`src/rtl/riscv_pkg.sv`:
```
// Shared RISC-V pipeline definitions used by the ID/EX issue stage.
//   XLEN        - datapath width
//   reg_idx_t   - architectural register index (x0..x31)
//   alu_op_e    - ALU operation encoding driven on alu_ctrl
//   ex_entry_t  - payload held in the ID/EX pipeline register
package riscv_pkg;

    localparam int XLEN = 32;

    typedef logic [4:0] reg_idx_t;

    typedef enum logic [3:0] {
        ALU_ADD = 4'd0,
        ALU_SUB = 4'd1,
        ALU_AND = 4'd2,
        ALU_OR  = 4'd3,
        ALU_XOR = 4'd4,
        ALU_SLL = 4'd5,
        ALU_SRL = 4'd6,
        ALU_SRA = 4'd7,
        ALU_SLT = 4'd8
    } alu_op_e;

    // An all-zero entry decodes as ALU_ADD with every field cleared.
    typedef struct packed {
        logic [XLEN-1:0] pc;
        alu_op_e         alu_ctrl;
        logic [XLEN-1:0] a;
        logic [XLEN-1:0] b;
        logic [XLEN-1:0] store_data;
        reg_idx_t        rd;
        logic            reg_we;
        logic            is_load;
    } ex_entry_t;

endpackage

```
`src/rtl/id_ex_issue_if.sv`:
```
// Bundle between the decode stage, the later pipeline stages and the
// ID/EX issue stage.
//   decode side : flush, dec_valid/dec_ready handshake, dec_* fields
//   feedback    : alu_result (EX), mem_*/wb_* forwarding sources
//   EX side     : ex_valid/ex_ready handshake, ex_* fields to the ALU
//   status      : bubble_cnt (saturating load-use bubble count)
// The slave modport belongs to id_ex_issue; the master modport belongs
// to whatever surrounds it.
interface id_ex_issue_if
    import riscv_pkg::*;
#(
    parameter int CNT_W = 16
) ();

    logic             flush;
    logic             dec_valid;
    logic             dec_ready;
    logic [XLEN-1:0]  dec_pc;
    alu_op_e          dec_alu_ctrl;
    reg_idx_t         dec_rs1;
    reg_idx_t         dec_rs2;
    reg_idx_t         dec_rd;
    logic             dec_uses_rs1;
    logic             dec_uses_rs2;
    logic [XLEN-1:0]  dec_rs1_val;
    logic [XLEN-1:0]  dec_rs2_val;
    logic [XLEN-1:0]  dec_imm;
    logic             dec_use_imm;
    logic             dec_reg_we;
    logic             dec_is_load;

    logic [XLEN-1:0]  alu_result;
    reg_idx_t         mem_rd;
    reg_idx_t         wb_rd;
    logic             mem_we;
    logic             wb_we;
    logic [XLEN-1:0]  mem_data;
    logic [XLEN-1:0]  wb_data;

    logic             ex_valid;
    logic             ex_ready;
    alu_op_e          ex_alu_ctrl;
    logic [XLEN-1:0]  ex_a;
    logic [XLEN-1:0]  ex_b;
    logic [XLEN-1:0]  ex_store_data;
    logic [XLEN-1:0]  ex_pc;
    reg_idx_t         ex_rd;
    logic             ex_reg_we;
    logic             ex_is_load;
    logic [CNT_W-1:0] bubble_cnt;

    modport master (
        output flush, dec_valid, dec_pc, dec_alu_ctrl, dec_rs1, dec_rs2, dec_rd,
               dec_uses_rs1, dec_uses_rs2, dec_rs1_val, dec_rs2_val, dec_imm,
               dec_use_imm, dec_reg_we, dec_is_load,
               alu_result, mem_rd, wb_rd, mem_we, wb_we, mem_data, wb_data,
               ex_ready,
        input  dec_ready, ex_valid, ex_alu_ctrl, ex_a, ex_b, ex_store_data,
               ex_pc, ex_rd, ex_reg_we, ex_is_load, bubble_cnt
    );

    modport slave (
        input  flush, dec_valid, dec_pc, dec_alu_ctrl, dec_rs1, dec_rs2, dec_rd,
               dec_uses_rs1, dec_uses_rs2, dec_rs1_val, dec_rs2_val, dec_imm,
               dec_use_imm, dec_reg_we, dec_is_load,
               alu_result, mem_rd, wb_rd, mem_we, wb_we, mem_data, wb_data,
               ex_ready,
        output dec_ready, ex_valid, ex_alu_ctrl, ex_a, ex_b, ex_store_data,
               ex_pc, ex_rd, ex_reg_we, ex_is_load, bubble_cnt
    );

endinterface

```
`src/rtl/id_ex_issue_operand_fwd.sv`:
```
// Combinational operand forwarding for one source register.
//   rs_i                 - source register index
//   rf_val_i             - register-file read data
//   ex_fwd_i             - EX entry holds a forwardable (non-load) result
//   ex_rd_i/ex_val_i     - EX destination and ALU result
//   mem_we_i/rd_i/val_i  - MEM stage write-back source
//   wb_we_i/rd_i/val_i   - WB stage write-back source
//   val_o                - resolved operand (EX > MEM > WB > register file)
module operand_fwd
    import riscv_pkg::*;
(
    input  reg_idx_t        rs_i,
    input  logic [XLEN-1:0] rf_val_i,
    input  logic            ex_fwd_i,
    input  reg_idx_t        ex_rd_i,
    input  logic [XLEN-1:0] ex_val_i,
    input  logic            mem_we_i,
    input  reg_idx_t        mem_rd_i,
    input  logic [XLEN-1:0] mem_val_i,
    input  logic            wb_we_i,
    input  reg_idx_t        wb_rd_i,
    input  logic [XLEN-1:0] wb_val_i,
    output logic [XLEN-1:0] val_o
);

    always_comb begin
        // NOTE: the output gets a default before any branch so every path
        // assigns it and no latch is inferred.
        val_o = rf_val_i;
        if (rs_i == '0) begin
            // x0 is hardwired to zero whatever the stages claim to write.
            val_o = '0;
        end else if (ex_fwd_i && (ex_rd_i == rs_i)) begin
            val_o = ex_val_i;
        end else if (mem_we_i && (mem_rd_i == rs_i)) begin
            val_o = mem_val_i;
        end else if (wb_we_i && (wb_rd_i == rs_i)) begin
            val_o = wb_val_i;
        end
    end

endmodule

```
`src/rtl/id_ex_issue.sv`:
```
// ID/EX issue stage: registers one decoded instruction per cycle into the
// ID/EX pipeline register, forwards in-flight results, drives the ALU
// operands straight from that register, inserts one bubble per load-use
// hazard and counts those bubbles.
//   clk, rst_n - clock and asynchronous active-low reset
//   bus        - id_ex_issue_if slave: decode handshake, forwarding
//                sources, EX handshake/fields and bubble_cnt
module id_ex_issue
    import riscv_pkg::*;
#(
    parameter int CNT_W = 16
) (
    input  logic         clk,
    input  logic         rst_n,
    id_ex_issue_if.slave bus
);

    logic             advance;
    logic             hazard;
    logic             rs1_hit;
    logic             rs2_hit;
    logic             ex_fwd_en;
    logic [XLEN-1:0]  rs1_fwd;
    logic [XLEN-1:0]  rs2_fwd;
    ex_entry_t        issue_entry;
    ex_entry_t        ex_q, ex_d;
    logic             ex_valid_q, ex_valid_d;
    logic [CNT_W-1:0] bubble_cnt_q, bubble_cnt_d;

    assign advance = ~ex_valid_q | bus.ex_ready;

    // A load in EX has no data yet; a dependent instruction must wait one
    // cycle so the value can be picked up from MEM instead.
    assign rs1_hit = bus.dec_uses_rs1 && (bus.dec_rs1 == ex_q.rd);
    assign rs2_hit = bus.dec_uses_rs2 && (bus.dec_rs2 == ex_q.rd);
    assign hazard  = bus.dec_valid & ex_valid_q & ex_q.is_load & ex_q.reg_we
                   & (ex_q.rd != '0) & (rs1_hit | rs2_hit);

    // A flush discards the decode entry, so it is always "accepted".
    assign bus.dec_ready = bus.flush | (advance & ~hazard);

    assign ex_fwd_en = ex_valid_q & ex_q.reg_we & ~ex_q.is_load;

    operand_fwd u_fwd_rs1 (
        .rs_i     (bus.dec_rs1),
        .rf_val_i (bus.dec_rs1_val),
        .ex_fwd_i (ex_fwd_en),
        .ex_rd_i  (ex_q.rd),
        .ex_val_i (bus.alu_result),
        .mem_we_i (bus.mem_we),
        .mem_rd_i (bus.mem_rd),
        .mem_val_i(bus.mem_data),
        .wb_we_i  (bus.wb_we),
        .wb_rd_i  (bus.wb_rd),
        .wb_val_i (bus.wb_data),
        .val_o    (rs1_fwd)
    );

    operand_fwd u_fwd_rs2 (
        .rs_i     (bus.dec_rs2),
        .rf_val_i (bus.dec_rs2_val),
        .ex_fwd_i (ex_fwd_en),
        .ex_rd_i  (ex_q.rd),
        .ex_val_i (bus.alu_result),
        .mem_we_i (bus.mem_we),
        .mem_rd_i (bus.mem_rd),
        .mem_val_i(bus.mem_data),
        .wb_we_i  (bus.wb_we),
        .wb_rd_i  (bus.wb_rd),
        .wb_val_i (bus.wb_data),
        .val_o    (rs2_fwd)
    );

    always_comb begin
        issue_entry.pc         = bus.dec_pc;
        issue_entry.alu_ctrl   = bus.dec_alu_ctrl;
        issue_entry.a          = rs1_fwd;
        issue_entry.b          = bus.dec_use_imm ? bus.dec_imm : rs2_fwd;
        issue_entry.store_data = rs2_fwd;
        issue_entry.rd         = bus.dec_rd;
        issue_entry.reg_we     = bus.dec_reg_we;
        issue_entry.is_load    = bus.dec_is_load;
    end

    always_comb begin
        ex_d         = ex_q;
        ex_valid_d   = ex_valid_q;
        bubble_cnt_d = bubble_cnt_q;
        if (bus.flush) begin
            ex_valid_d = 1'b0;
        end else if (advance && hazard) begin
            ex_valid_d = 1'b0;
            if (bubble_cnt_q != '1) begin
                bubble_cnt_d = bubble_cnt_q + CNT_W'(1);
            end
        end else if (advance && bus.dec_valid) begin
            ex_d       = issue_entry;
            ex_valid_d = 1'b1;
        end else if (advance) begin
            // Data fields keep their last value; only validity drops.
            ex_valid_d = 1'b0;
        end
    end

    // NOTE: state registers update with non-blocking assignments so every
    // flop samples the pre-edge values regardless of process order.
    always_ff @(posedge clk or negedge rst_n) begin
        if (!rst_n) begin
            ex_q         <= '0;
            ex_valid_q   <= 1'b0;
            bubble_cnt_q <= '0;
        end else begin
            ex_q         <= ex_d;
            ex_valid_q   <= ex_valid_d;
            bubble_cnt_q <= bubble_cnt_d;
        end
    end

    assign bus.ex_valid      = ex_valid_q;
    assign bus.ex_alu_ctrl   = ex_q.alu_ctrl;
    assign bus.ex_a          = ex_q.a;
    assign bus.ex_b          = ex_q.b;
    assign bus.ex_store_data = ex_q.store_data;
    assign bus.ex_pc         = ex_q.pc;
    assign bus.ex_rd         = ex_q.rd;
    assign bus.ex_reg_we     = ex_q.reg_we;
    assign bus.ex_is_load    = ex_q.is_load;
    assign bus.bubble_cnt    = bubble_cnt_q;

endmodule

```
`src/flat_wrapper.sv`:
```
// flat-port wrapper written by rule: the top's interface ports become plain ports
module id_ex_issue_flat import riscv_pkg::*;
#(
    parameter int CNT_W = 16
)
  (clk, rst_n, bus_flush, bus_dec_valid, bus_dec_pc, bus_dec_alu_ctrl, bus_dec_rs1, bus_dec_rs2, bus_dec_rd, bus_dec_uses_rs1, bus_dec_uses_rs2, bus_dec_rs1_val, bus_dec_rs2_val, bus_dec_imm, bus_dec_use_imm, bus_dec_reg_we, bus_dec_is_load, bus_alu_result, bus_mem_rd, bus_wb_rd, bus_mem_we, bus_wb_we, bus_mem_data, bus_wb_data, bus_ex_ready, bus_dec_ready, bus_ex_valid, bus_ex_alu_ctrl, bus_ex_a, bus_ex_b, bus_ex_store_data, bus_ex_pc, bus_ex_rd, bus_ex_reg_we, bus_ex_is_load, bus_bubble_cnt);
  id_ex_issue_if #(.CNT_W(CNT_W)) bus_i ();
  input  logic clk;
  input  logic rst_n;
  input wire logic [$bits(bus_i.flush)-1:0] bus_flush;
  input wire logic [$bits(bus_i.dec_valid)-1:0] bus_dec_valid;
  input wire logic [$bits(bus_i.dec_pc)-1:0] bus_dec_pc;
  input wire logic [$bits(bus_i.dec_alu_ctrl)-1:0] bus_dec_alu_ctrl;
  input wire logic [$bits(bus_i.dec_rs1)-1:0] bus_dec_rs1;
  input wire logic [$bits(bus_i.dec_rs2)-1:0] bus_dec_rs2;
  input wire logic [$bits(bus_i.dec_rd)-1:0] bus_dec_rd;
  input wire logic [$bits(bus_i.dec_uses_rs1)-1:0] bus_dec_uses_rs1;
  input wire logic [$bits(bus_i.dec_uses_rs2)-1:0] bus_dec_uses_rs2;
  input wire logic [$bits(bus_i.dec_rs1_val)-1:0] bus_dec_rs1_val;
  input wire logic [$bits(bus_i.dec_rs2_val)-1:0] bus_dec_rs2_val;
  input wire logic [$bits(bus_i.dec_imm)-1:0] bus_dec_imm;
  input wire logic [$bits(bus_i.dec_use_imm)-1:0] bus_dec_use_imm;
  input wire logic [$bits(bus_i.dec_reg_we)-1:0] bus_dec_reg_we;
  input wire logic [$bits(bus_i.dec_is_load)-1:0] bus_dec_is_load;
  input wire logic [$bits(bus_i.alu_result)-1:0] bus_alu_result;
  input wire logic [$bits(bus_i.mem_rd)-1:0] bus_mem_rd;
  input wire logic [$bits(bus_i.wb_rd)-1:0] bus_wb_rd;
  input wire logic [$bits(bus_i.mem_we)-1:0] bus_mem_we;
  input wire logic [$bits(bus_i.wb_we)-1:0] bus_wb_we;
  input wire logic [$bits(bus_i.mem_data)-1:0] bus_mem_data;
  input wire logic [$bits(bus_i.wb_data)-1:0] bus_wb_data;
  input wire logic [$bits(bus_i.ex_ready)-1:0] bus_ex_ready;
  output wire logic [$bits(bus_i.dec_ready)-1:0] bus_dec_ready;
  output wire logic [$bits(bus_i.ex_valid)-1:0] bus_ex_valid;
  output wire logic [$bits(bus_i.ex_alu_ctrl)-1:0] bus_ex_alu_ctrl;
  output wire logic [$bits(bus_i.ex_a)-1:0] bus_ex_a;
  output wire logic [$bits(bus_i.ex_b)-1:0] bus_ex_b;
  output wire logic [$bits(bus_i.ex_store_data)-1:0] bus_ex_store_data;
  output wire logic [$bits(bus_i.ex_pc)-1:0] bus_ex_pc;
  output wire logic [$bits(bus_i.ex_rd)-1:0] bus_ex_rd;
  output wire logic [$bits(bus_i.ex_reg_we)-1:0] bus_ex_reg_we;
  output wire logic [$bits(bus_i.ex_is_load)-1:0] bus_ex_is_load;
  output wire logic [$bits(bus_i.bubble_cnt)-1:0] bus_bubble_cnt;
  assign bus_i.flush = bus_flush;
  assign bus_i.dec_valid = bus_dec_valid;
  assign bus_i.dec_pc = bus_dec_pc;
  assign bus_i.dec_alu_ctrl = bus_dec_alu_ctrl;
  assign bus_i.dec_rs1 = bus_dec_rs1;
  assign bus_i.dec_rs2 = bus_dec_rs2;
  assign bus_i.dec_rd = bus_dec_rd;
  assign bus_i.dec_uses_rs1 = bus_dec_uses_rs1;
  assign bus_i.dec_uses_rs2 = bus_dec_uses_rs2;
  assign bus_i.dec_rs1_val = bus_dec_rs1_val;
  assign bus_i.dec_rs2_val = bus_dec_rs2_val;
  assign bus_i.dec_imm = bus_dec_imm;
  assign bus_i.dec_use_imm = bus_dec_use_imm;
  assign bus_i.dec_reg_we = bus_dec_reg_we;
  assign bus_i.dec_is_load = bus_dec_is_load;
  assign bus_i.alu_result = bus_alu_result;
  assign bus_i.mem_rd = bus_mem_rd;
  assign bus_i.wb_rd = bus_wb_rd;
  assign bus_i.mem_we = bus_mem_we;
  assign bus_i.wb_we = bus_wb_we;
  assign bus_i.mem_data = bus_mem_data;
  assign bus_i.wb_data = bus_wb_data;
  assign bus_i.ex_ready = bus_ex_ready;
  assign bus_dec_ready = bus_i.dec_ready;
  assign bus_ex_valid = bus_i.ex_valid;
  assign bus_ex_alu_ctrl = bus_i.ex_alu_ctrl;
  assign bus_ex_a = bus_i.ex_a;
  assign bus_ex_b = bus_i.ex_b;
  assign bus_ex_store_data = bus_i.ex_store_data;
  assign bus_ex_pc = bus_i.ex_pc;
  assign bus_ex_rd = bus_i.ex_rd;
  assign bus_ex_reg_we = bus_i.ex_reg_we;
  assign bus_ex_is_load = bus_i.ex_is_load;
  assign bus_bubble_cnt = bus_i.bubble_cnt;
  id_ex_issue #(.CNT_W(CNT_W)) u_core (.clk(clk), .rst_n(rst_n), .bus(bus_i));
endmodule
```
`config.mk`:
```
export PLATFORM = sky130hd
export DESIGN_NAME = id_ex_issue_flat
export DESIGN_NICKNAME = d
export VERILOG_FILES = /design/src/rtl/riscv_pkg.sv /design/src/rtl/id_ex_issue_if.sv /design/src/rtl/id_ex_issue_operand_fwd.sv /design/src/rtl/id_ex_issue.sv /design/src/flat_wrapper.sv
export SDC_FILE = /design/constraint.sdc
export NUM_CORES = 1
export LEC_CHECK = 0
export ABC_CLOCK_PERIOD_IN_PS = 2420
export CORE_ASPECT_RATIO = 0.5
export CORE_MARGIN = 4
export CORE_UTILIZATION = 42
export DETAILED_ROUTE_END_ITERATION = 12
export GPL_ROUTABILITY_DRIVEN = 1
export GPL_TIMING_DRIVEN = 0
export PLACE_DENSITY = 0.83
export SLEW_MARGIN = 20
export SYNTH_ARGS = -nofsm -noshare
export SYNTH_HDL_FRONTEND = slang
export SYNTH_HIERARCHICAL = 1
export SYNTH_SLANG_ARGS = --single-unit
```
`constraint.sdc`:
```
create_clock -name clk -period 2.42 [get_ports clk]
set_input_delay 0.605 -clock clk [delete_from_list [all_inputs] [get_ports clk]]
set_output_delay 0.605 -clock clk [all_outputs]
set_load 0.005 [all_outputs]
```
# Word level (Yosys, flattened, before mapping)
# Index checks and enable logic that the tools add are counted.
# word_totals
inputBits,265
reg_bits,156
# classes
n_eq_ne,9
reduce_logical,16
add_sub_neg,1
n_bitwise,16
n_mux,13
# op_table
op,n
32-bit two-way mux,9
5-bit == test,8
16-bit by 1-bit adder with 16-bit output (second input constant),1
16-bit inequality test (second input constant),1
1-bit logical AND,10
5-bit zero test,2
1-bit bitwise AND,8
3-bit AND reduction,2
1-bit inverter,5
5-bit nonzero test,1
1-bit two-way mux,4
4-bit nonzero test,1
1-bit OR,3

# Longest topological paths before layout
# logic_depth
depth_word,8
depth_mapped,9
ltp_nobuf,7

# Modules after synthesis
# The synthesis kept the hierarchy.
# by_module_without_submodules
mod,cells_each,n_inst,area_per_inst_um2
id_ex_issue,431,1,6556.3
operand_fwd,214,2,1332.5

# Worst setup path before layout
# OpenSTA, ideal clock, no wires.
# synth_path
path_type,in2out
startpoint,in bus_dec_rs2[4]
endpoint,out bus_dec_ready
stages,6
n_path_buf,1
path_slack_ns,0.091
t_required_ns,1.815
arrival_time_ns,1.724
path_cell_list,xor2_1 > nor4_2 > a32oi_2 > clkbuf_1 > o21ai_0 > nand2_1
# synth_between
elab_chain_len,7
# synth_rtl
element,line_no,text
"start, declared",flat_wrapper.sv:15,input wire logic [$bits(bus_i.dec_rs2)-1:0] bus_dec_rs2;
5-bit == test,id_ex_issue.sv:35,assign rs2_hit = bus.dec_uses_rs2 && (bus.dec_rs2 == ex_q.rd);
1-bit logical AND,id_ex_issue.sv:35,
1-bit OR,id_ex_issue.sv:37,& (ex_q.rd != '0) & (rs1_hit | rs2_hit);
1-bit bitwise AND,id_ex_issue.sv:37,
1-bit inverter,id_ex_issue.sv:40,assign bus.dec_ready = bus.flush | (advance & ~hazard);
1-bit bitwise AND,id_ex_issue.sv:40,
1-bit OR,id_ex_issue.sv:40,
"end, declared",flat_wrapper.sv:33,output wire logic [$bits(bus_i.dec_ready)-1:0] bus_dec_ready;
# Every way passes these cells.

# Worst setup path after layout
# layout_path
startpoint,in bus_dec_rs2[0]
endpoint,out bus_dec_ready
# Same word-level chain as after synthesis.

==> results.cfg <==
[clock_tree]
ctsLongestPathBuffers = 2
htreeDepth = 4
cts_buffers = 17
clkTransAtPathRegs_ns = 0.06
cts_hold_repair.buffers = 0
clkLatencyLatePin_ns = 0.45
numClockSinks = 156
tritoncts_clock_tree = yes
clk_root_buffer_cell = clkbuf_16

[grt]
antenna_found_initial = 2
grt_first_pass_wirelength_mm = 61.8
first_global_vias = 9968
grt_max_degree = 65
total_congestion_overflow_after_global_routing = 0
global_route.usage.total = 0.329

[route]
dr_total_vias = 9704
routed_via_density = 5.92
antenna_viol_nets_final = 0
average_detailed_routed_wire_length_per_instance_um = 25.8
1st_pass_router_iterations = 8
remaining_drc_errors = 0
initial_drc_count = 1158
drt-total-wl_mm = 42.3

[timing]
totalNegativeSetupSlack_ns = -11.00
min_period_over_period = 1.11
hold_viol_final = 0
setup-violations-final = 137
final-max-slew-violation-count = 0
setup_ws_ns = -0.272
fmaxAchievable_mhz = 371
maxSlewHeadroom = 0.275
fin_worst_hold_slack_ns = 0.0219
worst-slew-pin-transition_ns = 1.07
rsz0062_at_grt = true
fin_worst_skew_ns = 0.00910
fin_crit_ns = 2.69

[logic_synthesis]
synth-edff-count = 0
synth_nets = 1125
synth_top_flop_cell = dfrtp_1
proportion_of_synthesized_chip_area_in_sequential_cells = 0.423
yosys_register_bits = 156
syn_area_um2 = 9220
complex_gate_fraction_of_the_synthesized_area = 0.147
yosys.area_share.xor_xnor = 0.0522
synth_fa_ha_area_frac = 0.00136
synthDistinctLibCells = 38
synth.yosys.warnings = 6
synth_async_sr_flop_share = 1.00
combinational_family_with_the_most_area_after_synthesis = multiplexers
synthSimpleGateAreaFrac = 0.115
multiplexer_share_of_the_synthesized_area = 0.210
postSynthAreaPerCell_um2 = 10.7
postSynthCellCount = 859

[setup_path]
start_kind = primary input
worst_path_max_delay_cell = nor4_2
critical-path-max-stage-delay_ns = 0.36
class_of_the_most_critical_setup_path = primary input to primary output
crit_path_cell_trace = clkdlybuf4s15_2, xor2_2, nor4_2, a32oi_4, clkbuf_8, o21ai_2, nand2_1, buf_2
timing.critical_path.arrival_ns = 2.09
worst-path-buf-inv = 3
setup.worst_path.end_class = primary output
critical_path.top_delay_family = buffers and inverters
timing.critical_path.required_ns = 1.81
cp_max_fo = 5

[pwr]
power_frac_clock = 0.315
power_switching_mw = 2.55
seq_power_share = 0.367
switching_share = 0.279
total_leakage_power_nw = 5.91
peak_supply_drop_uv = 491
power.density_nw_per_um2 = 607
internal_power_mw = 6.59
power_mw = 9.14
combPwrFrac = 0.318

[placed_design]
dpl.hpwl_mm = 31.8
placement.io_buffers = 420
cell_total_after_placement = 1573
placedInstanceArea_um2 = 13900
globalplace.congestion = 0.958

[die]
die_y_um = 113
fp.coreArea_um2 = 21100
placementRows = 37
number_of_top_level_design_ports = 422
die_area_um2 = 24500
initial_utilization = 0.438
die_w_um = 218

[status]
failing_checks = negative setup slack
status = finished with violations

[final_layout]
fin_nets = 1598
finish.cell_count_without_fillers = 1640
postLayoutCellArea_um2 = 15100
fillCellCount = 1528
synthToLayoutAreaGrowth_pct = 63.3
drive_gt1_frac = 0.248

[run]
drv.max_cap_violation_count = 0

[hold_path]
min-delay-path-class = primary input to asynchronous set/reset pin
-- layout make-up --
cell class,instances,area [um2],share of cell area
Sequential cell,156,3910,0.260
Timing Repair Buffer,455,4530,0.301
Antenna cell,3,7.51,0.000499
Clock inverter,11,156,0.0104
Clock buffer,21,460,0.0306
Inverter,1,3.75,0.000249
Tap cell,292,365,0.0243
Multi-Input combinational cell,624,5040,0.335
Buffer,77,587,0.0390
-- routing by layer --
layer / global-route usage / share of wire / wire, um / vias to the layer above
met2: 0.554 / 0.49 / 20800 / 577
met5: 0 / 0 / 0 / -
met1: 0.418 / 0.39 / 16300 / 4781
met4: 0.133 / 0.044 / 1850 / 0
met3: 0.0679 / 0.078 / 3320 / 141
li1: - / - / - / 4205
-- power by group through the flow --
stage / Clock, mW / Combinational [mW] / Sequential [mW]
6_report: 2.88 / 2.91 / 3.35
4_1_cts: 2.91 / 2.82 / 3.35
2_1_floorplan: 0 / 0.906 / 3.39
5_1_grt: 3.03 / 3.06 / 3.41
3_5_place_dp: 0 / 2.74 / 3.39
3_3_place_gp: 0 / 2.68 / 3.37
-- cells in the mapped netlist (9+ instances only) --
library cell / instances / area (um2)
xnor2_1: 12 / 105
o221ai_1: 62 / 543
buf_4: 17 / 128
a31oi_1: 64 / 400
buf_2: 16 / 80.1
nand3_1: 9 / 45.0
xor2_1: 43 / 377
dfrtp_1: 156 / 3900
or3_1: 62 / 388
mux2_2: 172 / 1940
nor4_1: 13 / 81.3
o21ai_0: 66 / 330
clkbuf_1: 36 / 135
nand2_1: 73 / 274
-- per-stage QoR --
step / util / setup slack, ns
final: 0.715 / -0.272
after global routing: 0.715 / -0.351
after CTS: 0.696 / -0.267
after detailed placement: 0.658 / -1.42
after global placement: 0.655 / -5.78
after floorplan: - / 0.0911
-- cell usage in the layout (no fill, tap or decap), types with 4 or more instances in the layout --
cell type / Yosys / final
clkdlybuf4s50_1: 0 / 402
o221ai_1: 62 / 62
buf_4: 17 / 38
nand2_1: 73 / 73
xor2_1: 43 / 39
dlygate4sd2_1: 0 / 5
o21ai_0: 66 / 55
nor2_1: 5 / 5
or3_1: 62 / 62
buf_8: 6 / 10
buf_2: 16 / 14
clkbuf_2: 0 / 8
and3_1: 6 / 6
dfrtp_1: 156 / 151
a31oi_1: 64 / 63
nor4_2: 3 / 10
mux2_2: 172 / 171
nand4_1: 6 / 6
dfrtp_2: 0 / 5
buf_6: 3 / 16
inv_6: 0 / 4
dlymetal6s2s_1: 0 / 5
o21ai_1: 0 / 8
nand3_1: 9 / 6
clkbuf_16: 0 / 18
xnor2_1: 12 / 12
nor3_1: 5 / 5
clkbuf_1: 36 / 27
-- worst paths after layout --
path,to,cells past startpoint,from,slack (ns)
hold reg to reg,u_core/bus.bubble_cnt[6]$_DFFE_PN0P_,1,u_core/bus.bubble_cnt[6]$_DFFE_PN0P_,0.49
max in group asynchronous,u_core/bus.ex_rd[0]$_DFFE_PN0P_,3,rst_n,1.43
setup reg to reg,u_core/bus.ex_store_data[18]$_DFFE_PN0P_,9,u_core/bus.ex_rd[4]$_DFFE_PN0P_,-0.10
setup / recovery,bus_dec_ready,8,bus_dec_rs2[0],-0.27
min in group clk,u_core/bus.bubble_cnt[6]$_DFFE_PN0P_,1,u_core/bus.bubble_cnt[6]$_DFFE_PN0P_,0.49
hold / removal,u_core/bus.ex_b[12]$_DFFE_PN0P_,1,rst_n,0.02
-- cells by family after synthesis --
| kind of cell | after synthesis |
|---|---|
| AND/OR/NAND/NOR | 195 |
| adder cells (fa/ha/maj) | 1 |
| flip-flops | 156 |
| multiplexers | 172 |
| AO/OA/AOI/OAI | 201 |
| XOR/XNOR | 55 |
| buffers and inverters | 79 |
-- flip-flops by register name, summed over array words and instances, names as in the netlist --
| name | cells |
|---|---|
| u_core/bus.ex_a | 32 |
| u_core/bus.ex_b | 32 |
| u_core/bus.ex_pc | 32 |
| u_core/bus.ex_store_data | 32 |
| u_core/bus.bubble_cnt | 16 |
| u_core/bus.ex_rd | 5 |
| u_core/bus.ex_alu_ctrl | 4 |
| u_core/bus.ex_is_load | 1 |
| u_core/bus.ex_reg_we | 1 |
| u_core/bus.ex_valid | 1 |
-- what timing repair did --
item,4_1_cts,5_1_grt
pin swaps,9,11
cloned,0,1
gates resized for setup,54,85
endpoints found under the setup margin,148,146
hold endpoints to repair,0,0
buffers inserted,12,20
No activity file was read; power rests on OpenSTA's default activity.
